File: src/rtl/aesop_tkr_pkg.sv
// Shared definitions for the AESOP tracker ASIC data receivers: word width,
// header field layout and the receiver state encoding.
package aesop_tkr_pkg;

  localparam int ASIC_WORD_W = 12;

  // Header word: [11:8] chip address, [7:4] cluster count, [3:2] event tag, [1:0] ASIC errors
  localparam int HDR_ADDR_LSB  = 8;
  localparam int HDR_ADDR_W    = 4;
  localparam int HDR_NCLUS_LSB = 4;
  localparam int HDR_NCLUS_W   = 4;
  localparam int HDR_TAG_LSB   = 2;
  localparam int HDR_TAG_W     = 2;
  localparam int HDR_ERR_LSB   = 0;
  localparam int HDR_ERR_W     = 2;

  // Cluster word: [11:6] cluster width minus one, [5:0] first strip
  localparam int CLUS_WIDTH_LSB = 6;
  localparam int CLUS_WIDTH_W   = 6;
  localparam int CLUS_STRIP_LSB = 0;
  localparam int CLUS_STRIP_W   = 6;

  typedef enum logic [1:0] {
    IDLE,
    HDR,
    CLUS
  } asic_rx_state_t;

  // Odd parity: the data bits plus the parity bit must hold an odd number of ones.
  function automatic logic oddParityOk(input logic [ASIC_WORD_W-1:0] word,
                                       input logic                   parBit);
    return ^{word, parBit};
  endfunction

endpackage

File: src/rtl/asic_rx_fifo.sv
// Single-clock word FIFO for one ASIC receiver; count-based Full/Valid, head word
// presented from storage so a written word is visible only from the next cycle.
module asic_rx_fifo #(
  parameter int DEPTH  = 64,
  parameter int DATA_W = 12
) (
  input  logic              SysCLK,
  input  logic              ResetN,
  input  logic              WrEn,
  input  logic [DATA_W-1:0] WrData,
  input  logic              RdEn,
  output logic [DATA_W-1:0] Dout,
  output logic              Valid,
  output logic              Full,
  output logic              WrDrop
);

  localparam int PTR_W = $clog2(DEPTH);
  localparam int CNT_W = PTR_W + 1;

  logic [DATA_W-1:0] mem [DEPTH];
  logic [PTR_W-1:0]  wrPtr;
  logic [PTR_W-1:0]  rdPtr;
  logic [CNT_W-1:0]  count;
  logic              push;
  logic              pop;

  // A pop on a full FIFO frees the slot the concurrent write lands in.
  always_comb begin
    Valid  = (count != '0);
    Full   = (count == CNT_W'(DEPTH));
    pop    = RdEn && Valid;
    push   = WrEn && (!Full || pop);
    WrDrop = WrEn && Full && !pop;
    Dout   = Valid ? mem[rdPtr] : '0;
  end

  always_ff @(posedge SysCLK) begin
    if (push) mem[wrPtr] <= WrData;
  end

  always_ff @(posedge SysCLK or negedge ResetN) begin
    if (!ResetN) begin
      wrPtr <= '0;
      rdPtr <= '0;
      count <= '0;
    end else begin
      if (push) wrPtr <= wrPtr + PTR_W'(1);
      if (pop)  rdPtr <= rdPtr + PTR_W'(1);
      case ({push, pop})
        2'b10:   count <= count + CNT_W'(1);
        2'b01:   count <= count - CNT_W'(1);
        default: count <= count;
      endcase
    end
  end

endmodule

File: src/rtl/asic_data_rx.sv
// Serial hit-data receiver for one tracker ASIC line: deserializes frames into
// 12-bit words and queues them. Define ASIC_RX_PARITY_EN for per-word odd parity.
module asic_data_rx
  import aesop_tkr_pkg::*;
#(
  parameter int DEPTH = 64
) (
  input  logic                   SysCLK,
  input  logic                   ResetN,
  input  logic                   Enable,
  input  logic                   SerIn,
  input  logic [3:0]             ChipAddr,
  input  logic                   RdEn,
  input  logic                   ClrErr,
  output logic [ASIC_WORD_W-1:0] Dout,
  output logic                   Valid,
  output logic                   Full,
  output logic                   Busy,
  output logic                   FrameDone,
  output logic                   Overflow,
  output logic                   ParErr,
  output logic                   AddrErr
);

`ifdef ASIC_RX_PARITY_EN
  localparam int         SHIFT_W  = ASIC_WORD_W;
  localparam logic [3:0] LAST_BIT = 4'(ASIC_WORD_W);
`else
  localparam int         SHIFT_W  = ASIC_WORD_W - 1;
  localparam logic [3:0] LAST_BIT = 4'(ASIC_WORD_W - 1);
`endif

  asic_rx_state_t         state;
  logic [3:0]             bitCnt;
  logic [HDR_NCLUS_W-1:0] clusLeft;
  logic [HDR_NCLUS_W-1:0] nClus;
  logic [SHIFT_W-1:0]     shiftReg;
  logic [ASIC_WORD_W-1:0] wordNow;
  logic [ASIC_WORD_W-1:0] wrData_p0;
  logic                   wrEn_p0;
  logic                   wordEnd;
  logic                   hdrEnd;
  logic                   doShift;
  logic                   addrBad;
  logic                   wrDrop;

  // Without parity the last data bit is taken straight from SerIn so the word is
  // complete on the edge that samples it; with parity that edge samples the parity bit.
  always_comb begin
`ifdef ASIC_RX_PARITY_EN
    wordNow = shiftReg;
    doShift = (bitCnt != LAST_BIT);
`else
    wordNow = {shiftReg, SerIn};
    doShift = 1'b1;
`endif
    wordEnd = (state != IDLE) && (bitCnt == LAST_BIT);
    hdrEnd  = (state == HDR) && wordEnd;
    nClus   = wordNow[HDR_NCLUS_LSB +: HDR_NCLUS_W];
    addrBad = hdrEnd && (wordNow[HDR_ADDR_LSB +: HDR_ADDR_W] != ChipAddr);
  end

  assign Busy = (state != IDLE);

  always_ff @(posedge SysCLK) begin
    if (doShift) shiftReg <= {shiftReg[SHIFT_W-2:0], SerIn};
    if (wordEnd) wrData_p0 <= wordNow;
  end

  always_ff @(posedge SysCLK or negedge ResetN) begin
    if (!ResetN) begin
      state     <= IDLE;
      bitCnt    <= '0;
      clusLeft  <= '0;
      wrEn_p0   <= 1'b0;
      FrameDone <= 1'b0;
      AddrErr   <= 1'b0;
    end else begin
      wrEn_p0   <= wordEnd;
      FrameDone <= 1'b0;
      AddrErr   <= addrBad | (AddrErr & ~ClrErr);
      case (state)
        IDLE: begin
          bitCnt <= '0;
          if (SerIn && Enable) state <= HDR;
        end
        HDR: begin
          if (wordEnd) begin
            bitCnt   <= '0;
            clusLeft <= nClus;
            if (nClus == '0) begin
              state     <= IDLE;
              FrameDone <= 1'b1;
            end else begin
              state <= CLUS;
            end
          end else begin
            bitCnt <= bitCnt + 4'd1;
          end
        end
        CLUS: begin
          if (wordEnd) begin
            bitCnt   <= '0;
            clusLeft <= clusLeft - 4'd1;
            if (clusLeft == 4'd1) begin
              state     <= IDLE;
              FrameDone <= 1'b1;
            end
          end else begin
            bitCnt <= bitCnt + 4'd1;
          end
        end
        default: begin
          state  <= IDLE;
          bitCnt <= '0;
        end
      endcase
    end
  end

  // ---- stage p0 -> FIFO: captured word enters storage one cycle after capture
  asic_rx_fifo #(
    .DEPTH  (DEPTH),
    .DATA_W (ASIC_WORD_W)
  ) u_fifo (
    .SysCLK (SysCLK),
    .ResetN (ResetN),
    .WrEn   (wrEn_p0),
    .WrData (wrData_p0),
    .RdEn   (RdEn),
    .Dout   (Dout),
    .Valid  (Valid),
    .Full   (Full),
    .WrDrop (wrDrop)
  );

  always_ff @(posedge SysCLK or negedge ResetN) begin
    if (!ResetN) Overflow <= 1'b0;
    else         Overflow <= wrDrop | (Overflow & ~ClrErr);
  end

`ifdef ASIC_RX_PARITY_EN
  always_ff @(posedge SysCLK or negedge ResetN) begin
    if (!ResetN) ParErr <= 1'b0;
    else         ParErr <= (wordEnd && !oddParityOk(shiftReg, SerIn)) | (ParErr & ~ClrErr);
  end
`else
  assign ParErr = 1'b0;
`endif

endmodule

File: config.mk
export PLATFORM = sky130hd
export DESIGN_NAME = asic_data_rx
export DESIGN_NICKNAME = d
export VERILOG_FILES = /design/src/rtl/aesop_tkr_pkg.sv /design/src/rtl/asic_rx_fifo.sv /design/src/rtl/asic_data_rx.sv
export SDC_FILE = /design/constraint.sdc
export NUM_CORES = 1
export LEC_CHECK = 0
export CAP_MARGIN = 30
export CORE_UTILIZATION = 50
export CTS_CLUSTER_DIAMETER = 30
export CTS_CLUSTER_SIZE = 14
export DETAILED_ROUTE_END_ITERATION = 16
export DONT_BUFFER_PORTS = 1
export PLACE_DENSITY = 0.66
export SLEW_MARGIN = 20
export SYNTH_ARGS = -nofsm -noshare
export SYNTH_HDL_FRONTEND = slang
export SYNTH_SLANG_ARGS = --single-unit
File: constraint.sdc
create_clock -name SysCLK -period 2.7 [get_ports SysCLK]
set_input_delay 0.27 -clock SysCLK [delete_from_list [all_inputs] [get_ports SysCLK]]
set_output_delay 0.27 -clock SysCLK [all_outputs]
set_load 0.05 [all_outputs]
==> impl_metrics.json <==
{
  "layout-drive-gt1-share_pct": 37.9,
  "yosysUniqueCellTypes": 50,
  "antenna_found_initial": 0,
  "p_sw_share_pct": 29.8,
  "num_vias": 17200,
  "clkSinkCount": 824,
  "worstHoldStart": "SerIn",
  "power_frac_clock_pct": 39.2,
  "hold_ws_ns": 0.201,
  "power_frac_comb_pct": 30.4,
  "final_cell_mix": "edfxtp_1 (780), buf_4 (198), clkbuf_16 (148)",
  "dieArea_um2": 64700,
  "coreArea_um2": 63000,
  "antenna_cells": 0,
  "dp_hpwl_mm": 45.0,
  "cts_buffer_depth": 3,
  "endpoint_kind": "primary output",
  "syn_inst": 1580,
  "max-cap-violations": 0,
  "synth_area_leaders": "edfxtp_1 (74%), mux4_2 (10%), mux2i_1 (3.1%)",
  "avgSynthCellArea_um2": 20.1,
  "synth_top_area_cell": "edfxtp_1",
  "p_leak_uw": 0.0140,
  "min_period_over_period_pct": 126,
  "fin_crit_ns": 3.40,
  "status": "finished with violations",
  "intPower_uw": 32500,
  "finalSetupViolCount": 15,
  "min_delay_path_depth": 1,
  "power_frac_seq_pct": 30.5,
  "drc_errors": 0,
  "max_freq_mhz": 294,
  "drv_slew": 0,
  "hold_violations": 0,
  "maxSlewHeadroom_pct": 40.1,
  "floorplan.initialDensity_pct": 50.6,
  "yosysWarnings": 0,
  "hold_class": "in -> reg",
  "ys_seq_area_share_pct": 76.9,
  "netlist.area_leader.share_pct": 73.6,
  "cp.arrival_ns": 3.13,
  "startpoint": "u_fifo.rdPtr[0]",
  "clockRootBuffer": "clkbuf_16",
  "num_io_pins": 29,
  "insertion_delay_ns": 0.72,
  "critical_path.startpoint_type": "register",
  "p_sw_uw": 13800,
  "viasPerCell": 5.98,
  "path_class": "reg -> out",
  "synthesis.area_um2": 31800,
  "tightestPinTransition_ns": 0.897,
  "place_area_um2": 34800,
  "ys_ff_latch": 824,
  "grt_pass1_wl_mm": 115,
  "cts_max_level": 4,
  "reg2reg_from": "u_fifo.count[3]",
  "fin_nets": 1940,
  "cp_data_required_time_ns": 2.43,
  "path_clk_slew_ns": 0.05,
  "syn2layout_area_growth_pct": 28.5,
  "io_buffers": 0,
  "crit_fanout": 8,
  "grtUsageTotal_pct": 24.8,
  "fin_ws_ns": -0.705,
  "gp_congestion": 0.820,
  "wl_per_cell_um": 27.4,
  "grt_max_degree": 65,
  "synth_nets": 1604,
  "wirelength_mm": 78.9,
  "numCtsBuffers": 143,
  "drtAntennaViolNets": 0,
  "rsz0062_at_grt": "yes",
  "fin_skew_ns": 0.0262,
  "die_x_um": 254,
  "r2r_cells": 13,
  "drt_iter0_drc": 1782,
  "vdd_drop_max_mv": 0.583,
  "die_y_um": 254,
  "gr-total-overflow": 0,
  "dr.pass1.iters": 6,
  "cts_tree": "done",
  "final_common_cell": "edfxtp_1",
  "violations": "negative setup slack",
  "final_cell_area_um2": 40900,
  "power_density_nw_per_um2": 1130,
  "grt_pass1_vias": 17600,
  "rows": 92
}
[through the flow]
stage | utilization (%) | total power, uW | setup slack, ns | setup TNS [ns] | cells
5_1_grt | 65.0 | 47700 | -0.777 | -9.35 | 2882
6_report | 65.0 | 46400 | -0.705 | -8.24 | 2882
2_1_floorplan | - | 21200 | -0.00701 | -0.00701 | 1580
3_5_place_dp | 55.3 | 26300 | -0.157 | -1.24 | 2566
3_3_place_gp | 55.1 | 26300 | -0.119 | -1.39 | 2557
4_1_cts | 64.3 | 45800 | -0.788 | -8.88 | 2861
[area by class of cell]
| cell class | count | area, um^2 |
|---|---|---|
| clock buffer | 158 | 3680 |
| clock inverter | 107 | 1280 |
| fill | 4057 | 22100 |
| inverter | 14 | 57.6 |
| multi-input combinational | 650 | 7420 |
| sequential | 824 | 24500 |
| tap | 846 | 1060 |
| timing repair buffer | 283 | 2940 |
[critical path, stage by stage (launching register included)]
cell and delay (ns):
dfrtp_4 0.46, buf_12 0.16, buf_16 0.17, buf_12 0.15, mux4_2 0.52, a211oi_2 0.24
buf_4 0.18, nand2_4 0.07, a22o_4 0.29, buf_12 0.15
[flip-flops by register name (all words and copies together) (netlist names)]
register      count
Overflow          1
FrameDone         1
u_fifo.count      7
wrData_p0        12
bitCnt            4
AddrErr           1
shiftReg         11
u_fifo.wrPtr      6
clusLeft          4
state             2
u_fifo.rdPtr      6
wrEn_p0           1
u_fifo.mem      768
[Yosys cell counts (all sizes together)]
| cell | number |
|---|---|
| a31oi | 1 |
| mux2 | 2 |
| nor4bb | 1 |
| nor3 | 3 |
| dfxtp | 11 |
| a22o | 24 |
| o41a | 1 |
| dfrtp | 33 |
| nand3 | 10 |
| inv | 14 |
| o31ai | 1 |
| nand4 | 2 |
| buf | 44 |
| xnor2 | 13 |
| nor2b | 5 |
| a211oi | 36 |
| o22a | 3 |
| mux4 | 144 |
| nor4 | 1 |
| o221ai | 24 |
| xor2 | 7 |
| a21o | 1 |
| conb | 1 |
| nand3b | 8 |
| o21ai | 10 |
| or3 | 2 |
| a22oi | 36 |
| clkbuf | 48 |
| o22ai | 29 |
| nand2 | 31 |
| and2 | 3 |
| or4 | 2 |
| or2 | 3 |
| edfxtp | 780 |
| a21oi | 51 |
| and3 | 2 |
| mux2i | 98 |
| or3b | 1 |
| ha | 13 |
| o21bai | 2 |
| nor2 | 78 |
| fa | 1 |
[logic make-up (layout without fill, tap and decap cells)]
family / count (synthesis) / in the layout / share of synthesized area, %
adders and majority gates: 14 / 14 / 0.574
other: 1 / 1 / 0.0118
and+or+nand+nor: 152 / 152 / 2.21
AOI/OAI and AO/OA: 219 / 219 / 4.85
xor gates and xnor gates: 20 / 20 / 0.550
buffers and inverters: 106 / 562 / 1.59
muxes: 244 / 244 / 13.3
DFF: 824 / 824 / 76.9
[metal layers]
layer	up-vias	wire length, um	global-route usage [%]
li1	7265	-	-
met5	-	0	0
met2	893	38000	38.4
met3	141	7020	5.70
met4	0	2100	8.97
met1	8947	31700	34.8
[power by group through the flow]
stage                     Combinational [uW]  Sequential [uW]  Clock [uW]
after floorplan                         6900            14300           0
final                                  14100            14100       18200
after detailed placement               12000            14300           0
after global routing                   14600            14100       18900
after CTS                              13300            14100       18300
after global placement                 11900            14300           0
[final timing paths]
kind                                   end  slack, ns
max                                Dout[0]      -0.70
min                            shiftReg[0]       0.20
max reg2reg                u_fifo.count[5]      -0.12
min reg2reg                    shiftReg[3]       0.35
max in group asynchronous  u_fifo.count[5]       1.10
min in group asynchronous  u_fifo.wrPtr[0]       0.60
[repair_timing]
action,CTS,global route
cloned,3,4
gates resized for setup,74,56
setup endpoints to repair,20,43
hold buffers,11,0
buffers inserted,16,21
endpoints found under the hold margin,47,0
pin swaps,24,35
(Power assumes the default switching activity.)
